<file path="src/rtl/stage_sequencer.sv">
// stage_sequencer: instruction-stage sequencer FSM with memory-wait timeout, interrupt detour and halt.
//   clk, rst                          clock and synchronous active-high reset
//   run, interrupt, branch_opcode     control-unit inputs (sampled in IDLE/RB, ID, ALU)
//   mem_read, mem_write, mem_ready    memory handshake (sampled in MEM/MEMW)
//   int_done                          end of interrupt service (sampled in INT)
//   IF_clk..RB_BR_clk                 registered one-hot stage strobes
//   int_ack, halted, bus_err          status; bus_err is sticky until reset
//   state, instr_count                current state code and retired-instruction count
module stage_sequencer #(
    parameter int MEM_TIMEOUT = 255,
    parameter int CNT_W       = 16
) (
    input  logic             clk,
    input  logic             rst,
    input  logic             run,
    input  logic             interrupt,
    input  logic [2:0]       branch_opcode,
    input  logic [1:0]       mem_read,
    input  logic [1:0]       mem_write,
    input  logic             mem_ready,
    input  logic             int_done,
    output logic             IF_clk,
    output logic             ID_clk,
    output logic             ALU_clk,
    output logic             MEM_clk,
    output logic             RB_BR_clk,
    output logic             int_ack,
    output logic             halted,
    output logic             bus_err,
    output logic [3:0]       state,
    output logic [CNT_W-1:0] instr_count
);
    typedef enum logic [3:0] {
        S_IDLE = 4'd0, S_IF = 4'd1, S_ID = 4'd2, S_ALU = 4'd3, S_MEM = 4'd4,
        S_MEMW = 4'd5, S_RB = 4'd6, S_INT = 4'd7, S_HALT = 4'd8
    } state_e;

    localparam int WW = MEM_TIMEOUT > 1 ? $clog2(MEM_TIMEOUT) : 1;

    state_e           state_q, state_d;
    logic [WW-1:0]    wait_q, wait_d;
    logic             bus_err_q, bus_err_d;
    logic [CNT_W-1:0] cnt_q, cnt_d;
    logic [4:0]       strobe_q, strobe_d;
    logic             mem_req, timeout;

    assign mem_req = |mem_read || |mem_write;
    assign timeout = wait_q == WW'(MEM_TIMEOUT - 1);

    always_ff @(posedge clk) begin
        if (rst) begin
            state_q   <= S_IDLE;
            wait_q    <= '0;
            bus_err_q <= 1'b0;
            cnt_q     <= '0;
            strobe_q  <= '0;
        end else begin
            state_q   <= state_d;
            wait_q    <= wait_d;
            bus_err_q <= bus_err_d;
            cnt_q     <= cnt_d;
            strobe_q  <= strobe_d;
        end
    end

    always_comb begin
        state_d   = state_q;
        wait_d    = wait_q;
        bus_err_d = bus_err_q;
        case (state_q)
            S_IDLE: state_d = run ? S_IF : S_IDLE;
            S_IF:   state_d = S_ID;
            S_ID:   state_d = interrupt ? S_INT : S_ALU;
            S_ALU:  state_d = branch_opcode == 3'b000 ? S_HALT : S_MEM;
            S_MEM: begin
                state_d = (mem_req && !mem_ready) ? S_MEMW : S_RB;
                wait_d  = '0;
            end
            // mem_ready outranks the timeout when both land in the same cycle
            S_MEMW: begin
                if (mem_ready) begin
                    state_d = S_RB;
                end else if (timeout) begin
                    state_d   = S_HALT;
                    bus_err_d = 1'b1;
                end else begin
                    wait_d = wait_q + WW'(1);
                end
            end
            S_RB:   state_d = run ? S_IF : S_IDLE;
            S_INT:  state_d = int_done ? S_IF : S_INT;
            S_HALT: state_d = S_HALT;
            default: state_d = S_IDLE;
        endcase
    end

    // RB never loops on itself, so landing in RB is always a fresh retirement
    always_comb begin
        cnt_d    = state_d == S_RB ? cnt_q + CNT_W'(1) : cnt_q;
        strobe_d = {state_d == S_RB, state_d == S_MEM, state_d == S_ALU,
                    state_d == S_ID, state_d == S_IF};
    end

    assign IF_clk      = strobe_q[0];
    assign ID_clk      = strobe_q[1];
    assign ALU_clk     = strobe_q[2];
    assign MEM_clk     = strobe_q[3];
    assign RB_BR_clk   = strobe_q[4];
    assign int_ack     = state_q == S_INT;
    assign halted      = state_q == S_HALT;
    assign bus_err     = bus_err_q;
    assign state       = state_q;
    assign instr_count = cnt_q;
endmodule
</file>
<file path="config.mk">
export PLATFORM = sky130hd
export DESIGN_NAME = stage_sequencer
export DESIGN_NICKNAME = d
export VERILOG_FILES = /design/src/rtl/stage_sequencer.sv
export SDC_FILE = /design/constraint.sdc
export NUM_CORES = 1
export LEC_CHECK = 0
export CAP_MARGIN = 25
export CORE_ASPECT_RATIO = 1.75
export CORE_MARGIN = 5
export CORE_UTILIZATION = 55
export CTS_CLUSTER_DIAMETER = 200
export CTS_CLUSTER_SIZE = 30
export DETAILED_ROUTE_END_ITERATION = 8
export GPL_TIMING_DRIVEN = 0
export MAX_ROUTING_LAYER = met4
export PLACE_DENSITY = 0.85
export SYNTH_ARGS = -nofsm -noshare
export SYNTH_HDL_FRONTEND = slang
export SYNTH_SLANG_ARGS = --single-unit
</file>
<file path="constraint.sdc">
create_clock -name clk -period 3 [get_ports clk]
set_input_delay 0.3 -clock clk [delete_from_list [all_inputs] [get_ports clk]]
set_output_delay 0.3 -clock clk [all_outputs]
set_load 0.02 [all_outputs]
</file>
==> results of run 1 <==
==> sequential cells by signal (all words and copies together), names as in the netlist <==
register,cells
state,4
strobe_q,5
instr_count,16
wait_q,8
bus_err,1
==> path summary, 6_finish.rpt <==
kind	cells past startpoint	slack, ns	to
setup / recovery	8	0.56	instr_count[6]$_SDFFE_PP0N_
hold / removal	2	0.45	bus_err$_SDFFE_PP0P_
setup reg to reg	8	0.56	instr_count[6]$_SDFFE_PP0N_
hold reg to reg	2	0.45	bus_err$_SDFFE_PP0P_
==> logic make-up (layout without fill, tap and decap cells) <==
family | Yosys count | count (layout) | share of synthesized area
multiplexers | 14 | 14 | 0.07895
AND/OR/NAND/NOR | 108 | 108 | 0.3596
flip-flops | 34 | 34 | 0.3409
AO/OA/AOI/OAI | 29 | 29 | 0.1178
adder cells (fa/ha/maj) | 3 | 3 | 0.01880
XOR/XNOR | 5 | 5 | 0.02193
buffers and inverters | 22 | 69 | 0.06203
==> per-layer routing <==
layer	vias to the layer above	wire length (um)	GRT usage
met1	863	1745	0.1968
li1	875	-	-
met3	8	189	0.03725
met5	-	0	-
met4	0	107	0.08925
met2	47	2706	0.3943
==> layout make-up <==
cell class,instances,share of cell area
timing repair buffer,40,0.1582
sequential,34,0.2689
multi-input combinational,159,0.4711
clock buffer,7,0.03015
inverter,7,0.01038
buffer,15,0.03856
tap,46,0.02274
==> cell usage after synthesis (2+ instances only) <==
library cell	instances	area [um^2]
nor2b_1	14	87.58
o211ai_1	2	15.01
nand3_1	7	35.03
nor2_1	31	116.4
and3_1	3	18.77
nand2_1	9	33.78
o31ai_1	4	30.03
buf_2	3	15.01
and3b_1	3	26.28
xnor2_1	5	43.79
nor4_1	2	12.51
buf_6	3	33.78
nor4b_2	2	30.03
a211oi_1	2	15.01
a2111oi_0	4	35.03
inv_1	7	26.28
dfxtp_1	34	680.7
buf_4	4	30.03
nand4_1	6	37.54
or4_1	2	15.01
clkbuf_1	4	15.01
nor3_1	3	15.01
a21o_1	2	15.01
ha_1	3	37.54
nor4b_1	4	35.03
nand2b_1	2	12.51
a21oi_1	7	35.03
nor4_2	10	125.1
mux2_1	14	157.7
==> worst reg2reg max path: cells and delay by family (launching register included) <==
kind	cells	cell delay, ns
mux	1	0.35
buf+inv	3	0.54
simple gates	3	0.79
flops	1	0.36
compound gates	1	0.27
==> power breakdown <==
part / total [mW] / internal [mW] / leakage, nW / switching, mW
registers: 0.491 / 0.473 / 0.275 / 0.0180
logic: 0.418 / 0.157 / 0.565 / 0.261
clock network: 0.313 / 0.160 / 0.0383 / 0.154
==> results.md, run 1 <==
## CTS
• **largest buffer count on any clock path** 2
• **clock buffers created by TritonCTS** 5
• **Clock Latency Late Sink** 0.28 ns
• **number of hold buffers added after cts** 0
• **clock tree from TritonCTS** built
• **Worst-path clk slew** 0.06 ns
• **CTS sink count** 34
• **master cell of the clock root buffer** clkbuf_8
• **cts repair resizes** 0
• **total setup buffers inserted after CTS** 0
• **H-tree depth** 2

## Route
• **routed wirelength normalized by instance count** 15.42 um
• **antenna-violating nets left** 0
• **post-detailed-route DRC marker count** 0
• **drt first-iter violations** 31
• **number of optimization iterations in the first detailed-route pass** 5
• **routed wire length** 4748 um
• **post-detailed-route via-to-cell ratio** 5.821
• **total vias in the final route** 1793

## Job
• **Max Cap Violations** 0

## Floorplan
• **I/O Pins** 41
• **Std-Cell Rows** 29
• **core outline area** 3556 um^2
• **die span in x** 55.55 um
• **die height** 89.71 um
• **starting utilization of the core area** 0.5616
• **DIE AREA** 4983 um^2

## Place
• **final weighted congestion in routability-driven placement** 0.8961
• **Cell Count Post-Placement** 301
• **half-perimeter wire length after placement** 3650 um
• **Area after DPL** 2455 um^2
• **PortBufs** 40
• **worst setup timing slack at the placement stage** 0.2754 ns

## Timing
• **minimum clock period after layout** 2.437 ns
• **max frequency** 410.3 MHz
• **RSZ-0062 raised after global routing** false
• **transition at the pin with the smallest max-transition slack** 0.7585 ns
• **Min Hold Slack** 0.4490 ns
• **tightest slew margin relative to the limit** 0.4878
• **Fin Setup TNS** 0 ns
• **Max Clock Skew** 0.001791 ns
• **period utilisation layout** 0.8124
• **Final Worst Setup Slack** 0.5627 ns
• **number of hold violations in the final report** 0
• **Setup Viol. Count Final** 0
• **Final Max Tran Viols** 0

## Global routing
• **Total GRT Usage** 0.2074
• **GRT Residual Overflow** 0
• **via count of the first global-routing pass** 1783
• **global-route wire length before repair** 8183 um
• **pin count of the biggest net entering global routing** 11
• **initial antenna violation count** 0

## Layout
• **fraction of final layout cells with drive strength greater than 1** 0.1298
• **area of combinational cells with multiple inputs** 1192 um^2
• **area taken by flip-flops and latches** 680.7 um^2
• **post-layout util** 0.7118
• **number of nets in the layout** 278
• **Area growth, synth to finish** 26.75%
• **design area** 2531 um^2
• **number of inserted filler cells in the final layout** 312
• **number of standard cells in the layout, taps in and fillers out** 308
• **commonest non-fill, non-tap cell in the layout** clkdlybuf4s50_1
• **highest-count cells in the layout ignoring fill and taps** clkdlybuf4s50_1, dfxtp_1, nor2_1
• **ant diodes** 0

## Pwr
• **overall power consumption** 1.222 mW
• **leakage component of the power** 0.8780 nW
• **maximum vdd ir drop** 0.3530 mV
• **areal power density over the cells** 482.7 nW/um^2

## Yosys
• **EDFF count, synth** 0
• **nets in the synthesized netlist** 231
• **library cells used by synthesis** 48
• **Synth warnings** 0
• **async set or reset register ratio after synthesis** 0
• **share of synthesized area occupied by flip-flops and latches** 0.3409
• **Main synth FF type** dfxtp_1
• **post-synthesis instance total** 215
• **synthesized flop and latch total** 34
• **Avg Synthesized Cell Area** 9.288 um^2
• **post-synthesis instance area** 1997 um^2

## Setup path
• **CP most frequent cell** buf_4
• **endpoint class of the critical path** flip-flop
• **cell with the biggest individual delay on the critical path** dfxtp_1
• **required arrival time at the worst endpoint** 3.17 ns
• **origin of the critical flop-to-flop path** state[2]$_SDFF_PP0_
• **kind of launch point of the worst setup path** flip-flop
• **Critical path origin** state[2]$_SDFF_PP0_
• **CP Class** reg2reg
• **chain of cells forming the critical path** buf_4 -> or3b_1 -> buf_2 -> a211oi_2 -> nor3_1 -> buf_4 -> nor4b_2 -> mux2_1
• **CP Data Arrival Time** 2.61 ns
• **largest delay contributor family on the critical path** simple AND/OR/NAND/NOR gates
• **highest fanout seen on the critical path** 10
• **Max stage delay on crit path** 0.36 ns
• **critical path buffer and inverter count** 3

## Outcome
• **result of the run** finished clean

## Hold path
• **critical hold path startpoint** bus_err$_SDFFE_PP0P_
• **Min-Delay Path Class** reg2reg

No activity file was read; power rests on OpenSTA's default activity.
==> run 2, diff against run 1 <==
--- a/config.mk
+++ b/config.mk
@@ -8,13 +8,13 @@
 export CAP_MARGIN = 25
 export CORE_ASPECT_RATIO = 1.75
 export CORE_MARGIN = 5
-export CORE_UTILIZATION = 55
+export CORE_UTILIZATION = 51
 export CTS_CLUSTER_DIAMETER = 200
 export CTS_CLUSTER_SIZE = 30
 export DETAILED_ROUTE_END_ITERATION = 8
 export GPL_TIMING_DRIVEN = 0
 export MAX_ROUTING_LAYER = met4
-export PLACE_DENSITY = 0.85
+export PLACE_DENSITY = 0.8
 export SYNTH_ARGS = -nofsm -noshare
 export SYNTH_HDL_FRONTEND = slang
 export SYNTH_SLANG_ARGS = --single-unit
==> constraint.sdc (replaced) <==
create_clock -name clk -period 2.5 [get_ports clk]
set_input_delay 0.25 -clock clk [delete_from_list [all_inputs] [get_ports clk]]
set_output_delay 0.25 -clock clk [all_outputs]
set_load 0.02 [all_outputs]
==> run 2 against run 1 <==
  * Non-clock buffer count increased by 1
  * Die area rose by 6.7%
  * Clock power up 35%
  * Largest power group unchanged
==> results.md, run 2 (synthesis gave the netlist of run 1 again) <==
## CTS
• **clock buffers created by TritonCTS** 5, unchanged
• **number of hold buffers added after cts** 0, unchanged
• **largest buffer count on any clock path** 2, unchanged
• **master cell of the clock root buffer** clkbuf_8
• **Worst-path clk slew** 0.07 ns, about the same
• **H-tree depth** 2, unchanged
• **clock tree from TritonCTS** built
• **CTS sink count** 34, unchanged
• **Clock Latency Late Sink** 0.29 ns, about the same

## Hold path
• **Min-Delay Path Class** reg2reg
• **worst hold path stage count** 2, unchanged

## Pwr
• **leakage component of the power** 0.9017 nW, +2.7%
• **portion of total power attributed to the clock network** 0.276, +0.020
• **internal power** 0.9816 mW, +24%
• **areal power density over the cells** 593.5 nW/um^2, +23%
• **combinational group share of total power** 0.341, about the same
• **sw power** 0.5496 mW, +27%
• **Flop pwr share** 0.383, -0.019
• **net switching fraction of the power** 0.3589, +0.004970
• **maximum vdd ir drop** 0.4239 mV, +20%

## Layout
• **number of standard cells in the layout, taps in and fillers out** 312, +1.3%
• **flip-flop count of the largest register, all copies and words added** 16, unchanged
• **highest-count cells in the layout ignoring fill and taps** clkdlybuf4s50_1, dfxtp_1, nor2_1
• **fraction of final layout cells with drive strength greater than 1** 0.1439, +0.01417
• **number of nets in the layout** 279, +0.36%
• **commonest non-fill, non-tap cell in the layout** clkdlybuf4s50_1
• **ant diodes** 0, unchanged
• **Area growth, synth to finish** 29.20%

## Route
• **routed wirelength normalized by instance count** 15.58 um, +1.1%
• **antenna-violating nets left** 0, unchanged
• **total vias in the final route** 1758, -2.0%
• **number of optimization iterations in the first detailed-route pass** 4, -1
• **post-detailed-route via-to-cell ratio** 5.635, -3.2%
• **routed wire length** 4861 um, +2.4%
• **post-detailed-route DRC marker count** 0, unchanged
• **drt first-iter violations** 38, +23%

## Floorplan
• **DIE AREA** 5316 um^2, +6.7%
• **Std-Cell Rows** 30, +3.4%
• **starting utilization of the core area** 0.5216, -0.04001
• **die span in x** 57.30 um, +3.2%
• **core outline area** 3829 um^2, +7.7%
• **I/O Pins** 41, unchanged
• **die height** 92.78 um, +3.4%

## Global routing
• **initial antenna violation count** 0, unchanged
• **global-route wire length before repair** 8190 um, about the same
• **Total GRT Usage** 0.2011, -0.006342
• **pin count of the biggest net entering global routing** 11, unchanged
• **via count of the first global-routing pass** 1717, -3.7%
• **GRT Residual Overflow** 0, unchanged

## Setup path
• **worst setup path endpoint** instr_count[6]$_SDFFE_PP0N_
• **setup slack of the worst register-to-register path** 0.13 ns, -0.44 ns
• **CP Data Arrival Time** 2.55 ns, -0.06 ns
• **depth of the worst register-to-register path** 8, unchanged
• **endpoint class of the critical path** flip-flop
• **required arrival time at the worst endpoint** 2.68 ns, -0.49 ns
• **origin of the critical flop-to-flop path** state[2]$_SDFF_PP0_
• **highest fanout seen on the critical path** 10, unchanged
• **end of the worst register-to-register path** instr_count[6]$_SDFFE_PP0N_
• **CP Class** reg2reg
• **kind of launch point of the worst setup path** flip-flop
• **Critical path origin** state[2]$_SDFF_PP0_

## Outcome
• **result of the run** finished clean

## Timing
• **tightest slew margin relative to the limit** 0.6331, +0.1453
• **Final Worst Setup Slack** 0.1268 ns, -0.4359 ns
• **RSZ-0062 raised after global routing** false
• **period utilisation layout** 0.9493, +0.1369
• **max frequency** 421.4 MHz, +2.7%
• **transition at the pin with the smallest max-transition slack** 0.5365 ns, -0.2219 ns
• **Max Clock Skew** 0.008858 ns, +0.007067 ns
• **minimum clock period after layout** 2.373 ns, -0.06409 ns
• **Setup Viol. Count Final** 0, unchanged
• **number of hold violations in the final report** 0, unchanged
• **Final Max Tran Viols** 0, unchanged

## Place
• **PortBufs** 40, unchanged
• **worst setup timing slack at the placement stage** -0.1642 ns, -0.4396 ns
• **half-perimeter wire length after placement** 3640 um, -0.29%
• **final weighted congestion in routability-driven placement** 0.8864, -1.1%
• **Cell Count Post-Placement** 303, +0.66%

## Job
• **Max Cap Violations** 0, unchanged

## run 2: final cells by class
type | instances | area, um^2
Inverter | 7 | 26.28
Clock buffer | 7 | 86.33
Fill cell | 322 | 1249
Timing Repair Buffer | 41 | 407.9
Clock inverter | 1 | 5.005
Buffer | 15 | 97.59
Multi-Input combinational cell | 159 | 1216
Tap cell | 48 | 60.06
Sequential cell | 34 | 680.7
## run 2: worst min-delay path by stage
stage	startpoint	end	slack [ns]
after detailed placement	bus_err$_SDFFE_PP0P_	bus_err$_SDFFE_PP0P_	0.44
after global routing	bus_err$_SDFFE_PP0P_	bus_err$_SDFFE_PP0P_	0.49
final	bus_err$_SDFFE_PP0P_	bus_err$_SDFFE_PP0P_	0.45
after CTS	bus_err$_SDFFE_PP0P_	bus_err$_SDFFE_PP0P_	0.45
after global placement	bus_err$_SDFFE_PP0P_	bus_err$_SDFFE_PP0P_	0.44
after floorplan	wait_q[7]$_SDFFE_PP0P_	wait_q[7]$_SDFFE_PP0P_	0.45
## run 2: repair_timing
action,CTS,global route
endpoints found under the hold margin,0,0
setup buffers,0,1
gates resized for setup,0,3
endpoints found under the setup margin,0,9
## run 2: routing by layer
| metal | global-route usage | vias to the layer above | share of wire |
|---|---|---|---|
| met5 | - | - | 0 |
| met4 | 0.09865 | 0 | 0.035 |
| met3 | 0.03208 | 14 | 0.036 |
| met2 | 0.3569 | 43 | 0.55 |
| met1 | 0.2105 | 827 | 0.38 |
| li1 | - | 874 | - |
## run 2: worst max-delay path: stages (launching register included)
cell      delay, ns
dfxtp_1        0.36
buf_4          0.18
or3b_1         0.34
buf_2          0.17
a211oi_4       0.24
nor3_1         0.12
buf_4          0.22
nor4b_2        0.29
mux2_1         0.35
## run 2: through the flow
stage	util	setup TNS (ns)	hold WS (ns)	instance area (um^2)	total power [mW]
final	0.6739	0	0.4475	2580	1.531
after global placement	0.6418	-1.130	0.4362	2457	1.094
after CTS	0.6657	0	0.4531	2549	1.531
after detailed placement	0.6418	-1.511	0.4429	2457	1.102
after floorplan	-	0	0.4524	1997	0.9588
after global routing	0.6739	0	0.4917	2580	1.605
## run 2: power groups by stage
stage	logic, mW	clock network [mW]	registers [mW]
floorplan	0.334	0	0.625
global placement	0.495	0	0.599
detailed placement	0.503	0	0.599
CTS	0.507	0.437	0.587
global route	0.561	0.454	0.589
finish	0.522	0.423	0.586
